<file path="src/rtl/cfg_chain_loader_if.sv">
`default_nettype none
// ============================================================================
// Module  : cfg_chain_loader_if
// Brief   : Bitstream word stream (valid/ready) into the config-chain loader.
// Revision: 1.0
// ============================================================================
interface cfg_chain_loader_if #(
   parameter int WORD_W = 8
);
   logic [WORD_W-1:0] s_data;
   logic              s_valid;
   logic              s_ready;

   modport master (
      output s_data,
      output s_valid,
      input  s_ready
   );

   modport slave (
      input  s_data,
      input  s_valid,
      output s_ready
   );
endinterface
`default_nettype wire

</file>
<file path="src/rtl/cfg_chain_loader.sv">
`default_nettype none
// ============================================================================
// Module  : cfg_chain_loader
// Brief   : Serialises bitstream words LSB-first into the configuration chain,
//           counts shifted bits and popcounts the old chain contents.
// Revision: 1.0
// ============================================================================
module cfg_chain_loader #(
   parameter int WORD_W    = 8,
   parameter int CHAIN_LEN = 1024,
   parameter int CNT_W     = $clog2(CHAIN_LEN + 1)
) (
   input  wire logic             prog_clk,
   input  wire logic             pReset,
   input  wire logic             start,
   input  wire logic             abort,
   cfg_chain_loader_if.slave     s_if,
   output logic                  ccff_head,
   output logic                  ccff_shift_en,
   input  wire logic             ccff_tail,
   output logic                  busy,
   output logic                  done,
   output logic [CNT_W-1:0]      bit_cnt,
   output logic [CNT_W-1:0]      tail_ones
);

   localparam int               WIDX_W    = (WORD_W > 1) ? $clog2(WORD_W) : 1;
   localparam logic [WIDX_W-1:0] WIDX_LAST = WIDX_W'(WORD_W - 1);
   localparam logic [CNT_W-1:0]  LAST_BIT  = CNT_W'(CHAIN_LEN - 1);
   localparam logic [CNT_W-1:0]  CNT_SAT   = CNT_W'(CHAIN_LEN);

   typedef enum logic [1:0] {
      ST_IDLE  = 2'd0,
      ST_LOAD  = 2'd1,
      ST_SHIFT = 2'd2,
      ST_DONE  = 2'd3
   } state_t;

   state_t              state_q;
   logic [WORD_W-1:0]   shreg_q;
   logic [WIDX_W-1:0]   widx_q;
   logic [CNT_W-1:0]    bit_cnt_q;
   logic [CNT_W-1:0]    tail_ones_q;
   logic                done_q;
   logic [CNT_W-1:0]    bit_cnt_d;
   logic [CNT_W-1:0]    tail_ones_d;

   // Saturating increments; the chain length bound keeps them from wrapping.
   assign bit_cnt_d   = (bit_cnt_q == CNT_SAT) ? bit_cnt_q : bit_cnt_q + CNT_W'(1);
   assign tail_ones_d = (tail_ones_q == CNT_SAT) ? tail_ones_q
                                                 : tail_ones_q + CNT_W'(ccff_tail);

   always_ff @(posedge prog_clk or posedge pReset) begin
      if (pReset) begin
         state_q     <= ST_IDLE;
         shreg_q     <= '0;
         widx_q      <= '0;
         bit_cnt_q   <= '0;
         tail_ones_q <= '0;
         done_q      <= 1'b0;
      end else begin
         case (state_q)
            ST_IDLE, ST_DONE: begin
               if (start) begin
                  state_q     <= ST_LOAD;
                  bit_cnt_q   <= '0;
                  tail_ones_q <= '0;
                  done_q      <= 1'b0;
               end
            end
            ST_LOAD: begin
               if (abort) begin
                  state_q <= ST_IDLE;
               end else if (s_if.s_valid) begin
                  shreg_q <= s_if.s_data;
                  widx_q  <= '0;
                  state_q <= ST_SHIFT;
               end
            end
            ST_SHIFT: begin
               if (abort) begin
                  state_q <= ST_IDLE;
               end else begin
                  shreg_q     <= shreg_q >> 1;
                  widx_q      <= widx_q + WIDX_W'(1);
                  bit_cnt_q   <= bit_cnt_d;
                  tail_ones_q <= tail_ones_d;
                  // Chain end takes priority so a partial last word stops early.
                  if (bit_cnt_q == LAST_BIT) begin
                     state_q <= ST_DONE;
                     done_q  <= 1'b1;
                  end else if (widx_q == WIDX_LAST) begin
                     state_q <= ST_LOAD;
                  end
               end
            end
            default: state_q <= ST_IDLE;
         endcase
      end
   end

   assign s_if.s_ready  = (state_q == ST_LOAD);
   assign ccff_shift_en = (state_q == ST_SHIFT);
   assign ccff_head     = shreg_q[0];
   assign busy          = (state_q == ST_LOAD) || (state_q == ST_SHIFT);
   assign done          = done_q;
   assign bit_cnt       = bit_cnt_q;
   assign tail_ones     = tail_ones_q;

endmodule
`default_nettype wire
</file>
<file path="src/flat_wrapper.sv">
// flat-port wrapper written by rule: the top's interface ports become plain ports
module cfg_chain_loader_flat 
#(
   parameter int WORD_W    = 8,
   parameter int CHAIN_LEN = 1024,
   parameter int CNT_W     = $clog2(CHAIN_LEN + 1)
)
  (prog_clk, pReset, start, abort, ccff_head, ccff_shift_en, ccff_tail, busy, done, bit_cnt, tail_ones, s_if_s_data, s_if_s_valid, s_if_s_ready);
  cfg_chain_loader_if #(.WORD_W(WORD_W)) s_if_i ();
  input  wire logic prog_clk;
  input  wire logic pReset;
  input  wire logic start;
  input  wire logic abort;
  output logic ccff_head;
  output logic ccff_shift_en;
  input  wire logic ccff_tail;
  output logic busy;
  output logic done;
  output logic [CNT_W-1:0] bit_cnt;
  output logic [CNT_W-1:0] tail_ones;
  input wire logic [$bits(s_if_i.s_data)-1:0] s_if_s_data;
  input wire logic [$bits(s_if_i.s_valid)-1:0] s_if_s_valid;
  output wire logic [$bits(s_if_i.s_ready)-1:0] s_if_s_ready;
  assign s_if_i.s_data = s_if_s_data;
  assign s_if_i.s_valid = s_if_s_valid;
  assign s_if_s_ready = s_if_i.s_ready;
  cfg_chain_loader #(.WORD_W(WORD_W), .CHAIN_LEN(CHAIN_LEN), .CNT_W(CNT_W)) u_core (.prog_clk(prog_clk), .pReset(pReset), .start(start), .abort(abort), .s_if(s_if_i), .ccff_head(ccff_head), .ccff_shift_en(ccff_shift_en), .ccff_tail(ccff_tail), .busy(busy), .done(done), .bit_cnt(bit_cnt), .tail_ones(tail_ones));
endmodule
</file>
<file path="config.mk">
export PLATFORM = sky130hd
export DESIGN_NAME = cfg_chain_loader_flat
export DESIGN_NICKNAME = d
export VERILOG_FILES = /design/src/rtl/cfg_chain_loader_if.sv /design/src/rtl/cfg_chain_loader.sv /design/src/flat_wrapper.sv
export SDC_FILE = /design/constraint.sdc
export NUM_CORES = 1
export LEC_CHECK = 0
export CAP_MARGIN = 20
export CORE_ASPECT_RATIO = 0.9
export CORE_MARGIN = 10
export CORE_UTILIZATION = 42
export CTS_BUF_LIST = sky130_fd_sc_hd__clkbuf_4 sky130_fd_sc_hd__clkbuf_8 sky130_fd_sc_hd__clkbuf_16
export CTS_CLUSTER_SIZE = 12
export DETAILED_ROUTE_END_ITERATION = 16
export PLACE_DENSITY = 0.67
export SLEW_MARGIN = 5
export SYNTH_ARGS = -nofsm -noshare
export SYNTH_HDL_FRONTEND = slang
export SYNTH_SLANG_ARGS = --single-unit
</file>
<file path="constraint.sdc">
create_clock -name prog_clk -period 3.57 [get_ports prog_clk]
set_input_delay 0.714 -clock prog_clk [delete_from_list [all_inputs] [get_ports prog_clk]]
set_output_delay 0.714 -clock prog_clk [all_outputs]
set_load 0.03 [all_outputs]
</file>
-- Yosys cells after proc, flatten, opt, wreduce, memory -nomap -nowiden
Cells that the tools add are included.
Widths: inputs -> output; s select.
- $add $sub $neg: 3
- equality and inequality tests: 16
- multiplexer cells: 26
- reduce and logical (&&, ||, !) cells: 10
- operator list (kind ; number):
    $mux 11 ; 5
    $pmux 11 s2 ; 2
    $mux 8 ; 3
    $eq 11x11->1 const B ; 2
    $pmux 8 s2 ; 1
    $reduce_and 4->1 ; 4
    $mux 2 ; 6
    $ne 2x2->1 const B ; 6
    $add 11x1->11 ; 1
    $add 11x1->11 const B ; 1
    $eq 11x10->1 const B ; 1
    $mux 3 ; 3
    $pmux 2 s3 ; 1
    $pmux 3 s2 ; 1
    $eq 2x2->1 const B ; 2
    $ne 4x2->1 const B ; 1
    $reduce_bool 2->1 ; 2
    $add 3x1->3 const B ; 1
    $eq 3x3->1 const B ; 1
    $mux 1 ; 3
    $ne 3x3->1 const B ; 1
    $reduce_and 3->1 ; 1
    $eq 2x1->1 const B ; 1
    $logic_not 2->1 ; 1
    4 further kinds ; 4
- register bits: 36
- bits of input ports: 14
- output and inout port bits: 27
- logic and storage cells: 61

-- Logic depth before layout (Yosys ltp)
- word-level depth: 5
- depth in mapped cells: 8
- depth with buffers taken out: 6

-- Least setup slack after synthesis
No wires, ideal clock.
- path type: register -> register
- start: register u_core.bit_cnt_q[0] (netlist: u_core.bit_cnt[0])
- end: register u_core.state_q[1]
- library setup time: 0.128 ns
- data arrival time: 1.799 ns
- data required time: 3.442 ns
- path slack: 1.644 ns
- stages on the path, launching flop included: 6
- buffers on the path: 0
- clock period less this slack: 1.926 ns
- cells stage by stage: dfrtp_1 ha_1 and4_1 and4bb_4 o31ai_2 mux2_1
- word-level cells in the longest chain between the ends: 4
- RTL lines (element ; RTL line ; source):
    from (decl) ; cfg_chain_loader.sv:42 ; logic [CNT_W-1:0] bit_cnt_q;
    from (signal assigned) ; cfg_chain_loader.sv:86 ; bit_cnt_q <= bit_cnt_d;
    $eq 11x10->1 (*) ; cfg_chain_loader.sv:89 ; if (bit_cnt_q == LAST_BIT) begin
    $mux 2 ; cfg_chain_loader.sv:89 ;
    $mux 2 ; cfg_chain_loader.sv:81 ; if (abort) begin
    $pmux 2 s3 ; cfg_chain_loader.sv:62 ; case (state_q)
    to (signal assigned) ; cfg_chain_loader.sv:65 ; state_q <= ST_LOAD;
    to (signal assigned) ; cfg_chain_loader.sv:82 ; state_q <= ST_IDLE;
    to (signal assigned) ; cfg_chain_loader.sv:90 ; state_q <= ST_DONE;
    to (decl) ; cfg_chain_loader.sv:39 ; state_t state_q;
Every way passes the cells marked *; elsewhere a longest branch is shown, timed or not.
A chain may end at the register's enable or synchronous reset.

-- Worst setup path in the final report
- start: register u_core.state_q[0]
- end: output port busy
- word-level cells in the longest chain between the ends: 2
- RTL lines (element ; RTL line ; source):
    from (signal assigned) ; cfg_chain_loader.sv:55 ; state_q <= ST_IDLE;
    from (signal assigned) ; cfg_chain_loader.sv:65 ;
    from (signal assigned) ; cfg_chain_loader.sv:73 ; state_q <= ST_IDLE;
    $eq 2x1->1 or $eq 2x2->1 (tied branches) ; cfg_chain_loader.sv:105 ; assign busy = (state_q == ST_LOAD) || (state_q == ST_SHIFT);
    $logic_or 1x1->1 (*) ; cfg_chain_loader.sv:105 ;
    to (decl) ; flat_wrapper.sv:17 ; output logic busy;
Marks and branches as above.

==> impl_metrics.py <==
metrics = {
    "synth": {
        "synth_common_cells": "dfrtp_1, nand2_1, nor2_1",
        "syn_avg_cell_area_um2": 9.39,
        "synth_area_leaders": "dfrtp_1, mux2i_1, nand2_1",
        "synth_top_family_by_area": "simple AND/OR/NAND/NOR gates",
        "seq_area_frac_synth": 0.428,
        "synthSimpleGateAreaFrac": 0.224,
        "syn_nets": 246,
        "syn_area_um2": 2100,
        "synth-compound-area-share": 0.183,
        "synth-xor-area-share": 0,
        "ys_dominant_reg_cell": "dfrtp_1",
        "synthAdderAreaFrac": 0.0476,
        "ys_seq_elements": 36,
        "synthCells": 224,
        "yosysMostFrequentCell": "dfrtp_1",
        "synthArstFlopShare": 1.00,
        "synthMuxAreaShare": 0.0678,
        "synth_edf_count": 0,
        "synthDistinctLibCells": 52,
        "yosys_warnings": 0,
        "yosysTopAreaCell": "dfrtp_1",
        "synth.top_cell.area_share": 0.428,
    },
    "final_layout": {
        "final_net_count": 285,
        "finish.utilization": 0.546,
        "area_delta_synth_final_pct": 25.6,
        "antenna_cells": 0,
        "drive_gt1_frac": 0.0682,
    },
    "drt": {
        "drc": 0,
        "first_iter_violations": 151,
        "post_drt_wl_per_cell_um": 15.1,
        "num_vias": 1790,
        "totalWireLength_um": 4970,
        "ant_nets": 0,
        "viasPerCell": 5.44,
        "drt_first_pass_iters": 4,
    },
    "timing": {
        "setup_tns_ns": 0,
        "grt_setup_unrepaired": "false",
        "holdWs_ns": 0.476,
        "hold_violations": 0,
        "skew_ns": 0.00875,
        "period_share": 0.721,
        "slew_headroom": 0.468,
        "period_minus_slack_ns": 2.57,
        "worst_slew_pin_slew_ns": 0.794,
        "max_clock_freq_mhz": 388,
        "timing.final.ws_setup_ns": 0.996,
        "finalSetupViolCount": 0,
        "drv_slew": 0,
    },
    "setup_path": {
        "slowest_stage": "clkdlybuf4s50_1",
        "path_cells": "inv_1, ha_1, inv_1, clkdlybuf4s50_1",
        "path_max_fanout": 6,
        "required_ns": 2.86,
        "crit_arrival_ns": 1.86,
        "r2r_setup_slack_ns": 1.43,
        "endpoint_kind": "output port",
        "critPathBufInv": 3,
        "critical-path-top-delay-family": "buffers and inverters",
        "worstReg2RegStart": "u_core.state_q[0]",
        "crit_type": "reg -> out",
        "cpMostUsedCell": "inv_1",
        "startpoint": "u_core.state_q[0]",
        "start_kind": "flop",
        "max_stage_delay_ns": 0.67,
    },
    "grt": {
        "antenna_found_initial": 0,
        "grt_overflow": 0,
        "grt_pass1_vias": 1758,
        "grt_pass1_wl_um": 8350,
        "grt_use_total": 0.124,
        "grt_max_degree": 40,
    },
    "die": {
        "core-area_um2": 4830,
        "start_util": 0.435,
        "fp.dieArea_um2": 8240,
        "rows": 24,
        "die_y_um": 87.1,
        "fp.dieW_um": 94.6,
        "boundaryPins": 41,
    },
    "clock_network": {
        "cts_buffers": 5,
        "tritoncts": "built",
        "htreeDepth": 2,
        "postCtsResizedCells": 0,
        "clk_latency_ns": 0.29,
        "post_cts_buffers": 0,
        "cts_hold_buf": 0,
        "cts_buffer_depth": 2,
        "clock-sinks": 36,
        "path_clk_slew_ns": 0.07,
        "root_buffer": "clkbuf_8",
    },
    "power_and_ir_drop": {
        "power_density_nw_per_um2": 530,
        "ir_drop_mv": 0.276,
        "p_total_mw": 1.40,
        "leakage_nw": 1.09,
    },
    "worst_hold_path": {
        "hp-start": "u_core.shreg_q[7]",
        "hold_class": "reg -> reg",
    },
    "place": {
        "place_congestion": 0.793,
        "post-place-ws_ns": 1.17,
        "portBuffers": 40,
        "dpl.hpwl_um": 3510,
    },
    "outcome": {
        "status": "complete, no violations",
    },
    "run": {
        "cap_violations": 0,
    },
}
==> report_power, final <==
part	total, mW	switching [mW]	internal (mW)	leakage, nW
logic	0.564	0.356	0.208	0.561
clock network	0.317	0.144	0.173	0.0523
registers	0.518	0.0424	0.476	0.477
total	1.40	0.543	0.856	1.09
==> per-stage QoR <==
| step | cell area, um2 | std cells |
|---|---|---|
| 2_1_floorplan | 2100 | 224 |
| 3_3_place_gp | 2540 | 321 |
| 6_report | 2640 | 329 |
| 3_5_place_dp | 2540 | 321 |
| 4_1_cts | 2640 | 329 |
| 5_1_grt | 2640 | 329 |
==> tightest hold or removal path, cell delays in order, from the launching register on <==
cell and delay (ns):
dfrtp_1 0.35, nand2_1 0.05, nand2_1 0.05
==> area by class of cell <==
type	count	area, um2
fillers	442	2190
multi-input cells	165	1100
flip-flops and latches	36	901
repair buffers	42	415
clock buffers	8	97.6
well taps	65	81.3
inverters	13	48.8
==> path summary, 6_finish.rpt <==
check	to	depth (start not counted)
min in group asynchronous	u_core.tail_ones[8]	3
hold reg to reg	u_core.shreg_q[7]	2
hold / removal	u_core.shreg_q[7]	2
setup reg to reg	u_core.shreg_q[6]	7
max in group asynchronous	u_core.bit_cnt[3]	3
setup / recovery	busy	4
==> flip-flops by register name, indices dropped and copies added, names as in the netlist <==
signal	cells
u_core.bit_cnt	11
u_core.tail_ones	11
u_core.shreg_q	8
u_core.widx_q	3
u_core.state_q	2
u_core.done	1
==> cells by family after synthesis <==
kind of cell / after synthesis
compound gates: 55
buf+inv: 23
flops: 36
mux: 14
simple gates: 88
fa+ha+maj: 8
==> metal layers <==
metal | GRT usage | vias to the layer above | wire (um)
li1 | - | 902 | -
met1 | 0.157 | 839 | 2390
met2 | 0.195 | 44 | 2200
met3 | 0.0397 | 5 | 347
met4 | 0.0408 | 0 | 34
met5 | 0 | - | 0
==> cell usage in the layout (no fill, tap or decap), drive strengths merged, types with 2 or more instances in the layout <==
cell | Yosys | routed
clkdlybuf4s50 | 0 | 40
dfrtp | 36 | 36
nand2 | 28 | 28
nor2 | 15 | 15
nand3 | 12 | 12
inv | 12 | 12
mux2i | 12 | 12
a21oi | 12 | 12
o21ai | 11 | 11
ha | 8 | 8
clkbuf | 1 | 8
o31ai | 6 | 6
nor3 | 5 | 5
o211ai | 5 | 5
nand3b | 4 | 4
nand4 | 4 | 4
nor4 | 3 | 3
o41ai | 3 | 3
a22o | 3 | 3
nor2b | 2 | 2
nand2b | 2 | 2
nor4b | 2 | 2
o21a | 2 | 2
or4 | 2 | 2
o211a | 2 | 2
a31oi | 2 | 2
and2 | 2 | 2
buf | 9 | 2
mux2 | 2 | 2
o311ai | 2 | 2
Power figures use the tool's default switching activity.
